**src/rtl/time_data_fifo_if.sv**
```systemverilog
// Measurement-result bus: 64-bit write strobe on one side, 32-bit word stream on the other.
interface time_data_fifo_if;
  // done qualifies timedata for exactly one cycle (no back-pressure on writes).
  // A read word transfers on any rising edge where rd_valid && rd_ready; while
  // rd_valid is high and rd_ready low, rd_data/rd_last hold stable.
  logic [63:0] timedata;
  logic        done;
  logic        rd_ready;
  logic        rd_valid;
  logic [31:0] rd_data;
  logic        rd_last;

  modport slave (
    input  timedata, done, rd_ready,
    output rd_valid, rd_data, rd_last
  );

  modport master (
    output timedata, done, rd_ready,
    input  rd_valid, rd_data, rd_last
  );
endinterface

```
**src/rtl/time_data_fifo.sv**
```systemverilog
// Buffers 64-bit measurement results and streams each out as two 32-bit words,
// low word first, counting results dropped when the buffer is full.
module time_data_fifo #(
  parameter int DEPTH  = 16,
  parameter int ADDR_W = 4
) (
  input  logic              clk,
  input  logic              reset,
  input  logic              clear,
  time_data_fifo_if.slave   bus,
  output logic [ADDR_W:0]   fifo_count,
  output logic              overflow,
  output logic [15:0]       drop_cnt,
  output logic [1:0]        dbg_state
);

  typedef enum logic [1:0] {
    IDLE = 2'd0,
    LOW  = 2'd1,
    HIGH = 2'd2
  } rd_state_t;

  localparam logic [ADDR_W:0] FULL_COUNT = (ADDR_W+1)'(DEPTH);
  localparam logic [ADDR_W:0] ONE_COUNT  = (ADDR_W+1)'(1);

  rd_state_t         state_q, state_d;
  logic [63:0]       mem [DEPTH];
  logic [ADDR_W-1:0] wr_ptr, rd_ptr, rd_ptr_next;
  logic [ADDR_W:0]   count_q;
  logic              rd_valid_q, rd_valid_d;
  logic              rd_last_q, rd_last_d;
  logic [31:0]       rd_data_q, rd_data_d;
  logic              pop, wr_en, drop;

  assign rd_ptr_next = rd_ptr + ADDR_W'(1);
  assign pop   = (state_q == HIGH) && rd_valid_q && bus.rd_ready;
  // A pop in the same cycle frees the slot, so a full buffer can still accept.
  assign wr_en = bus.done && ((count_q != FULL_COUNT) || pop);
  assign drop  = bus.done && !wr_en;

  always_comb begin
    state_d    = state_q;
    rd_valid_d = rd_valid_q;
    rd_last_d  = rd_last_q;
    rd_data_d  = rd_data_q;
    case (state_q)
      IDLE: begin
        if (count_q != '0) begin
          rd_data_d  = mem[rd_ptr][31:0];
          rd_last_d  = 1'b0;
          rd_valid_d = 1'b1;
          state_d    = LOW;
        end
      end
      LOW: begin
        if (bus.rd_ready) begin
          rd_data_d = mem[rd_ptr][63:32];
          rd_last_d = 1'b1;
          state_d   = HIGH;
        end
      end
      HIGH: begin
        if (bus.rd_ready) begin
          // Only entries already stored before this edge are eligible; a
          // same-cycle write is picked up from IDLE one cycle later.
          if (count_q > ONE_COUNT) begin
            rd_data_d = mem[rd_ptr_next][31:0];
            rd_last_d = 1'b0;
            state_d   = LOW;
          end else begin
            rd_valid_d = 1'b0;
            rd_last_d  = 1'b0;
            state_d    = IDLE;
          end
        end
      end
      default: begin
        rd_valid_d = 1'b0;
        state_d    = IDLE;
      end
    endcase
  end

  always_ff @(posedge clk) begin
    if (wr_en && !reset && !clear) begin
      mem[wr_ptr] <= bus.timedata;
    end
  end

  always_ff @(posedge clk) begin
    if (reset || clear) begin
      state_q    <= IDLE;
      rd_valid_q <= 1'b0;
      rd_last_q  <= 1'b0;
      rd_data_q  <= '0;
      wr_ptr     <= '0;
      rd_ptr     <= '0;
      count_q    <= '0;
      overflow   <= 1'b0;
      drop_cnt   <= '0;
    end else begin
      state_q    <= state_d;
      rd_valid_q <= rd_valid_d;
      rd_last_q  <= rd_last_d;
      rd_data_q  <= rd_data_d;
      if (wr_en) wr_ptr <= wr_ptr + ADDR_W'(1);
      if (pop)   rd_ptr <= rd_ptr_next;
      case ({wr_en, pop})
        2'b10:   count_q <= count_q + ONE_COUNT;
        2'b01:   count_q <= count_q - ONE_COUNT;
        default: count_q <= count_q;
      endcase
      if (drop) begin
        overflow <= 1'b1;
        if (drop_cnt != 16'hFFFF) drop_cnt <= drop_cnt + 16'd1;
      end
    end
  end

  assign bus.rd_valid = rd_valid_q;
  assign bus.rd_data  = rd_data_q;
  assign bus.rd_last  = rd_last_q;
  assign fifo_count   = count_q;
  assign dbg_state    = state_q;

endmodule

```
**src/flat_wrapper.sv**
```systemverilog
// flat-port wrapper written by rule: the top's interface ports become plain ports
module time_data_fifo_flat 
#(
  parameter int DEPTH  = 16,
  parameter int ADDR_W = 4
)
  (clk, reset, clear, fifo_count, overflow, drop_cnt, dbg_state, bus_timedata, bus_done, bus_rd_ready, bus_rd_valid, bus_rd_data, bus_rd_last);
  time_data_fifo_if bus_i ();
  input  logic clk;
  input  logic reset;
  input  logic clear;
  output logic [ADDR_W:0] fifo_count;
  output logic overflow;
  output logic [15:0] drop_cnt;
  output logic [1:0] dbg_state;
  input wire logic [$bits(bus_i.timedata)-1:0] bus_timedata;
  input wire logic [$bits(bus_i.done)-1:0] bus_done;
  input wire logic [$bits(bus_i.rd_ready)-1:0] bus_rd_ready;
  output wire logic [$bits(bus_i.rd_valid)-1:0] bus_rd_valid;
  output wire logic [$bits(bus_i.rd_data)-1:0] bus_rd_data;
  output wire logic [$bits(bus_i.rd_last)-1:0] bus_rd_last;
  assign bus_i.timedata = bus_timedata;
  assign bus_i.done = bus_done;
  assign bus_i.rd_ready = bus_rd_ready;
  assign bus_rd_valid = bus_i.rd_valid;
  assign bus_rd_data = bus_i.rd_data;
  assign bus_rd_last = bus_i.rd_last;
  time_data_fifo #(.DEPTH(DEPTH), .ADDR_W(ADDR_W)) u_core (.clk(clk), .reset(reset), .clear(clear), .bus(bus_i), .fifo_count(fifo_count), .overflow(overflow), .drop_cnt(drop_cnt), .dbg_state(dbg_state));
endmodule
```
**config.mk**
```make
export PLATFORM = sky130hd
export DESIGN_NAME = time_data_fifo_flat
export DESIGN_NICKNAME = d
export VERILOG_FILES = /design/src/rtl/time_data_fifo_if.sv /design/src/rtl/time_data_fifo.sv /design/src/flat_wrapper.sv
export SDC_FILE = /design/constraint.sdc
export NUM_CORES = 1
export LEC_CHECK = 0
export CAP_MARGIN = 20
export CELL_PAD_IN_SITES_DETAIL_PLACEMENT = 1
export CELL_PAD_IN_SITES_GLOBAL_PLACEMENT = 1
export CORE_UTILIZATION = 45
export DETAILED_ROUTE_END_ITERATION = 12
export PLACE_DENSITY = 0.76
export SETUP_SLACK_MARGIN = 0.2
export SLEW_MARGIN = 25
export SYNTH_ARGS = -nofsm -noshare
export SYNTH_HDL_FRONTEND = slang
export SYNTH_SLANG_ARGS = --single-unit
```
**constraint.sdc**
```tcl
create_clock -name clk -period 10.22 [get_ports clk]
set_input_delay 2.044 -clock clk [delete_from_list [all_inputs] [get_ports clk]]
set_output_delay 2.044 -clock clk [all_outputs]
set_load 0.05 [all_outputs]
```
==> results of run 1 <==
==> synthesized netlist by cell type (all sizes together) (44+ instances only) <==
cell     number  share of area [%]
buf         108                1.5
nor3         44               0.49
mux2i       196                4.3
nor2b        69               0.94
nand2        55               0.45
o22ai        96                1.3
a2111oi      66                1.3
mux2         64                1.6
a211oi       65                1.1
dfxtp        70                3.0
nor2         47               0.39
a22oi        64                1.0
mux4        256                 13
clkbuf       66               0.54
edfxtp     1024                 67
==> kinds of logic after synthesis <==
family / count (synthesis) / synth area share (%)
fa+ha+maj: 15 / 0.407
mux: 516 / 18.3
simple gates: 285 / 3.23
xor+xnor: 23 / 0.478
buf+inv: 185 / 2.14
compound gates: 348 / 5.61
flops: 1094 / 69.8
==> area by class of cell <==
class / count / area share, %
Inverter: 11 / 0.0785
Clock inverter: 58 / 1.28
Sequential cell: 1094 / 61.2
Tap cell: 1357 / 3.23
Antenna cell: 1 / 0.00476
Timing Repair Buffer: 193 / 3.56
Multi-Input combinational cell: 1187 / 25.0
Clock buffer: 149 / 5.70
==> layer usage <==
layer	vias to the layer above	track usage, %	part of all wire (%)
li1	10605	-	-
met1	13596	30.4	39
met2	1090	40.3	50
met3	253	4.94	7.1
met4	8	9.70	4.2
met5	-	0	0.048
==> worst paths after layout <==
kind	to	start	slack, ns	depth (start not counted)
max	u_core.mem[7][28]	bus_rd_ready	5.01	9
min	u_core.overflow	u_core.overflow	0.45	2
max reg2reg	u_core.bus.rd_data[19]	u_core.rd_ptr[0]	5.93	8
min reg2reg	u_core.overflow	u_core.overflow	0.45	2
==> layout by cell type (no fill, tap or decap), types with 54 or more instances in the layout <==
cell type                         instances
sky130_fd_sc_hd__mux2i_1                196
sky130_fd_sc_hd__mux2_2                  64
sky130_fd_sc_hd__clkdlybuf4s50_1        126
sky130_fd_sc_hd__a22oi_1                 64
sky130_fd_sc_hd__dfxtp_1                 67
sky130_fd_sc_hd__a211oi_1                65
sky130_fd_sc_hd__o22ai_1                 96
sky130_fd_sc_hd__nor2b_1                 65
sky130_fd_sc_hd__edfxtp_1              1024
sky130_fd_sc_hd__buf_4                   58
sky130_fd_sc_hd__a2111oi_0               56
sky130_fd_sc_hd__clkbuf_16              109
sky130_fd_sc_hd__nand2_1                 54
sky130_fd_sc_hd__mux4_2                 256
==> flip-flops by register name, summed over array words and instances, names as in the netlist, named ones only <==
register and flops:
u_core.bus.rd_data 32, u_core.bus.rd_last 1, u_core.bus.rd_valid 1, u_core.dbg_state 2
u_core.drop_cnt 16, u_core.fifo_count 5, u_core.mem 1024, u_core.overflow 1
u_core.rd_ptr 4, u_core.wr_ptr 4
==> tightest hold or removal path, cell delays in order, from the launching register on <==
cell and delay, ns:
sky130_fd_sc_hd__dfxtp_1 0.31, sky130_fd_sc_hd__inv_1 0.05, sky130_fd_sc_hd__a21oi_1 0.05
==> power groups by stage <==
stage	Sequential, uW	Clock, uW	Combinational (uW)
after floorplan	5050	0	71.0
after global placement	5020	0	220
after detailed placement	5030	0	232
after CTS	4930	4120	234
after global routing	4930	4250	248
final	4930	4070	235
==> metrics by stage <==
step / std cells / power, uW
global placement: 3837 / 5240
floorplan: 2466 / 5120
detailed placement: 3837 / 5260
global route: 4050 / 9430
finish: 4050 / 9230
CTS: 4044 / 9280
==> metrics list, run 1 <==
- The routed layout has 25552 vias.
* Clock tree from TritonCTS: yes
- After detailed routing, the number of vias per cell comes to around 6.3.
* Chip Height: about 320 um
- Kind of capture point of the worst setup path: flip-flop
- Net switching is about a fifth of the power.
- Dividing the detail-routed wire length by the instance count gives a little over 30 um.
- Mapped Nets: ~2600
- The final layout contains roughly 2700 nets.
- The H-tree was split into 3 levels.
- Standby leakage power: between 0.015 and 0.02 uW
- The critical path contains buffers and inverters numbering 3 combined.
- Dividing total power by cell area gives a power density of ~180 nW/um^2.
* Clock period minus final worst setup slack: between 5 and 6 ns
* Max-cap check violation count: 0
* Post-route setup slack: about 5 ns
- Final standard cell area without fillers: 52600 sq um
- Buffers inserted to repair hold after CTS numbered 0.
- Gates resized during post-CTS repair numbered 0.
* Sw power: 1900 uW
* Post-route ant nets: 0
- Routability cong.: approximately 0.84
- Area of the die: ~100000 sq um
- The number of endpoints with negative hold slack in the final report is 0.
* Critical path cell sequence: clkdlybuf4s50_1 > nand3_1 > nand3_1 > and2_1 > inv_1 > nor2_1 > nand2_1 > nor2_4 > buf_4
- Total of buffers placed on input and output ports: about 130
- Share of the yosys chip area belonging to registers: 69.8%
* Horizontal die dimension: between 300 and 400 um
- Portion of total power attributed to combinational logic: 2.5%
* Half-perimeter wire length after detailed placement: about 70000 um
- Utilization after layout: between 50% and 60%
* Data required time at the worst endpoint: between 10 and 15 ns
- Clock network fraction of total power: a little over two fifths
* Max-Slew Margin vs Limit: roughly 21%
- The initial utilization of the core area, before any placement, comes to a little under half.
- Prior to clock tree synthesis, the placed netlist has a worst setup slack of between 4 and 5 ns.
* Max Fanout on Critical Path: 40
* Maximum number of pins on one net before global-route repair: 69
- Fraction of final layout cells with drive strength greater than 1: approximately 22%
- The cell that appears most often on the critical path is sky130_fd_sc_hd__nand3_1.
- Maximum frequency from static timing analysis: between 150 and 200 MHz
- Vias in the first global route: 27657
- Setup violations remaining at the end of the flow were counted as 0.
- Critical Path Source Type: input port
- The average instance in the mapped netlist occupies 18.7 sq um.
- I/O pin cnt: approximately 130
- The clock reaches the later pin of the worst-skew pair after roughly 0.7 ns.
- Setup skew after layout: 0.0238 ns
- Cell type group with the largest total delay on the critical path: simple AND/OR/NAND/NOR gates
- Among all flip-flop cells after synthesis, the most frequent one is sky130_fd_sc_hd__edfxtp_1.
- Routed wire length: 124000 um
- Result of the run: finished, final reports clean
* Slowest-stage cell, CP: sky130_fd_sc_hd__nor2_4
- Initial DRC count: ~2400
- Cell Area, Synth: between 40000 and 50000 sq um
- In this run the deepest clock path goes through 3 buffers.
* Cell-internal power: about 7300 uW
- After clock tree synthesis, the clock-pin slew on the worst setup and hold paths is roughly 0.060 ns.
- Transition time of the tightest slew-check pin: approximately 1.1 ns
- Setup repair after global routing left no endpoint under its margin.
* Signal arrival time at the worst endpoint: 5.53 ns
- Combined flip-flop and latch cell area: ~32000 sq um
- Yosys synthesis warning count: 0
* Global route total overflow: 0
* First-pass GRT wire length: between 150000 and 200000 um
* Clock root buffer master: sky130_fd_sc_hd__clkbuf_16
- First-pass detailed-route iteration total: 5
- Min Hold Slack: 0.454 ns
- The worst setup path is of the in2reg kind.
* Number of synthesized register bits: 1094
- Number of antenna violations at the first check in global routing: 6
- Final max-slew violation count: 0
- DR DRC count: 0
- Synthesized netlist cell count: 2466
- Share of the cycle needed by the critical path after routing: slightly above 50%
* CTS sink cnt: about 1100
* Final-layout setup total negative slack: 0 ns
* Post-synth EDFFs: between 1000 and 1500
- Async set-or-reset flop fraction in the synthesized netlist: 0%
- Compared with the post-synthesis result, the final layout area differs by 14.1%.
- Number of buffers added by the clock tree synthesis step: 109
- Total routing resource utilization after global routing: 24.0%
* Cell area reported after detailed placement: about 49000 sq um
- In this run the core area contains between 100 and 150 standard-cell rows.
- In this design, the stage delay of the slowest critical-path cell is 0.84 ns.
* Largest vdd supply drop: 0.000151 V
- The region available for standard cell placement spans a little over 100000 sq um.
- Multi-input gate area in the final layout: 13100 sq um
- Filler cell count in the final layout: between 9000 and 10000
* Kind of path behind the tightest hold check: reg2reg
- Buffer count from post-CTS setup fixing: 0
* Power share of the sequential group: a little over half
- Number of distinct library cells after synthesis: 49
Power figures use the tool's default switching activity.
==> run 2: changes to the inputs <==
clock period = 5.4 ns   (was 10.22 ns; I/O delays follow)
==> run 2 against run 1 <==
Against the previous run:
- non-clock buffer count is 24 higher
- flip-flop and latch count stayed put
- sequential share of layout area is 0.31 points lower
- final area is 0.50% higher
- worst hold slack better by 0.0023 ns
- clock skew is 0.016 ns higher
- utilization is 0.26 points higher
- global-route usage is 1.1 points higher
- power is 88% higher
- largest cell class unchanged
- highest routed layer unchanged
==> metrics list, run 2 (synthesized netlist as in run 1, its figures left out) <==
- RSZ-0062 raised after global routing: false
- CTS sink cnt: ~1100
- First-pass GRT wire length: 189000 um
- N_diodes: 0
- Fraction of final layout cells with drive strength greater than 1: ~22%
- Horizontal die dimension: 322 um
* Final max-slew violation count: 0
- Kind of capture point of the worst setup path: flip-flop
* Max H-tree Level: 3
- Layout Area Growth over Synthesis: 14.7%
- Slowest-stage cell, CP: sky130_fd_sc_hd__nor3_4
- DR DRC count: 0
- In the finished design, the share of the clock period the worst path needs comes to a little over 70%.
* Final-layout setup total negative slack: 0 ns
- Buffers placed on the I/O ports in this run total about 130.
- Routed wire length: roughly 130000 um
- The floorplan step set the die height to between 300 and 400 um.
* Register-to-Register Setup Slack: ~1.6 ns
- Together, buffers and inverters on the worst path number 3.
- Crit path top cell by count: sky130_fd_sc_hd__nand3_1
- Starting density of the core: 45.7%
- # nets final: approximately 2700
* Core Box Area: about 100000 sq um
* WHS Path Cells: 2
- Post-route ant nets: 0
* Via/cell ratio: about 6.4
- At the later pin of the worst-skew pair, clock insertion delay measures 0.71 ns.
* Worst setup path start: bus_rd_ready
- Post-route setup slack: between 1.5 and 2 ns
- Number of cells on the worst reg-to-reg path: 10
* Placement Setup Slack: a little over 0.9 ns
- In this run the critical register-to-register path is launched from u_core.dbg_state[0].
- Areal power density over the cells: ~330 nW/um^2
- In this run the worst hold path is classified as reg2reg.
- The floorplan has about 120 rows.
* Critical Path Source Type: input port
- Hold Path End: u_core.overflow
- At the pin with the least slew margin, the transition time is 1.12 ns.
- The via count of the first global-routing pass is around 27000.
* Data required time at the worst endpoint: ~5.8 ns
- Traced cell by cell, the critical path runs through clkdlybuf4s50_1 > nand3_1 > nand3_1 > and2_1 > inv_1 > nor2_1 > nand2_1 > nor3_4 > buf_12.
* Cell type group with the largest total delay on the critical path: simple AND/OR/NAND/NOR gates
- Headroom to the max-slew limit came out at between 20 and 30%.
* Maximum number of pins on one net before global-route repair: between 100 and 150
- For this design the static power due to leakage is 0.0156 uW.
* Clock root buffer master: sky130_fd_sc_hd__clkbuf_16
- Detailed placement ended at an HPWL of 77300 um.
* WL per Instance: approximately 32 um
- Buffer count from post-CTS setup fixing: 0
- The routed design could run at a clock period as short as between 3 and 4 ns.
- Resized cells post-CTS: 0
* Initial DRC count: 3041
* Number of antenna violations at the first check in global routing: 4
- Setup skew after layout: 0.0403 ns
* Number of buffers on the longest clock path: 3
- Total routing resource utilization after global routing: between 20% and 30%
* Worst Hold Launch: u_core.overflow
* Top library cells by usage in the layout, fill and taps aside: sky130_fd_sc_hd__edfxtp_1 (1024), sky130_fd_sc_hd__mux4_2 (256), sky130_fd_sc_hd__mux2i_1 (196)
- WS Path Type: in2reg
- Based on the critical path, the design can be clocked at up to ~260 MHz.
- On the worst path, the slowest cell contributes a delay of approximately 0.85 ns.
- In the final layout, the multi-input gates occupy 13200 sq um.
* First-pass detailed-route iteration total: 5
- Clock tree from TritonCTS: yes
- Max FFs per register: ~1000
* Top register by number of flip-flops: u_core.mem
* Most common library cell in the layout ignoring fill and taps: sky130_fd_sc_hd__edfxtp_1
- Routability cong.: roughly 0.84
* Filler cell count in the final layout: ~9100
* Area of the die: approximately 100000 sq um
- Registers take 32200 sq um.
* Vias after detailed routing: about 26000
* Terminus of the critical flop-to-flop path: u_core.mem[2][51]
- Signal arrival time at the worst endpoint: between 4 and 5 ns
* Clock-pin slew reported for the worst setup and hold paths after clock tree synthesis: 0.06 ns
- In this run the worst path has a maximum fanout of 25.
* Largest vdd supply drop: 0.000237 V
* Max-cap check violation count: 0
- Setup violations remaining at the end of the flow were counted as 0.
- Number of buffers added by the clock tree synthesis step: 110
- The number of endpoints with negative hold slack in the final report was 0.
- For this run the aggregate overflow at the end of global routing stands at 0.
* Cts hold-fix bufs: 0
* Result of the run: finished, final reports clean
- around 130 I/O pins were placed.
-- run 2: where the power goes --
part           leakage, uW  internal [uW]  switching [uW]  total, uW
Combinational      0.00406            140             319        459
Sequential         0.00978           9300            37.5       9340
Clock              0.00173           4390            3200       7590
-- run 2: cell type report --
cell class,count,share of cell area (%)
Tap cell,1357,3.21
Clock inverter,62,1.13
Timing Repair Buffer,217,4.13
Sequential cell,1094,60.9
Inverter,11,0.0781
Clock buffer,143,5.62
Multi-Input combinational cell,1187,25.0
-- run 2: worst min-delay path: stages, from the launching register on --
cell and delay, ns:
sky130_fd_sc_hd__dfxtp_1 0.31, sky130_fd_sc_hd__inv_1 0.05, sky130_fd_sc_hd__a21oi_1 0.05
-- run 2: per-stage QoR --
step,util [%],power [uW],instance area (sq um),hold WS (ns),std cells
after floorplan,-,9680,46100,0.482,2466
after global placement,48.9,9930,49200,0.435,3866
after detailed placement,48.9,9960,49300,0.457,3866
after CTS,52.5,17500,52800,0.467,4071
after global routing,52.5,17800,52800,0.482,4071
final,52.5,17400,52800,0.457,4071
-- run 2: worst max path at each step --
stage	slack (ns)	end	cells past startpoint
2_1_floorplan	0.17	u_core.mem[15][0]	8
5_1_grt	1.35	u_core.mem[2][56]	10
4_1_cts	1.60	u_core.mem[2][51]	9
6_report	1.56	u_core.mem[2][51]	9
3_3_place_gp	1.07	u_core.mem[2][1]	9
3_5_place_dp	0.93	u_core.mem[11][27]	9
-- run 2: routing by layer --
metal / vias to the layer above / routed length, um / global-route usage [%]
met4: 2 / 4750 / 9.98
met1: 13964 / 50500 / 32.8
met3: 224 / 9850 / 4.24
li1: 10660 / - / -
met5: - / 12 / 0
met2: 1333 / 64400 / 41.9
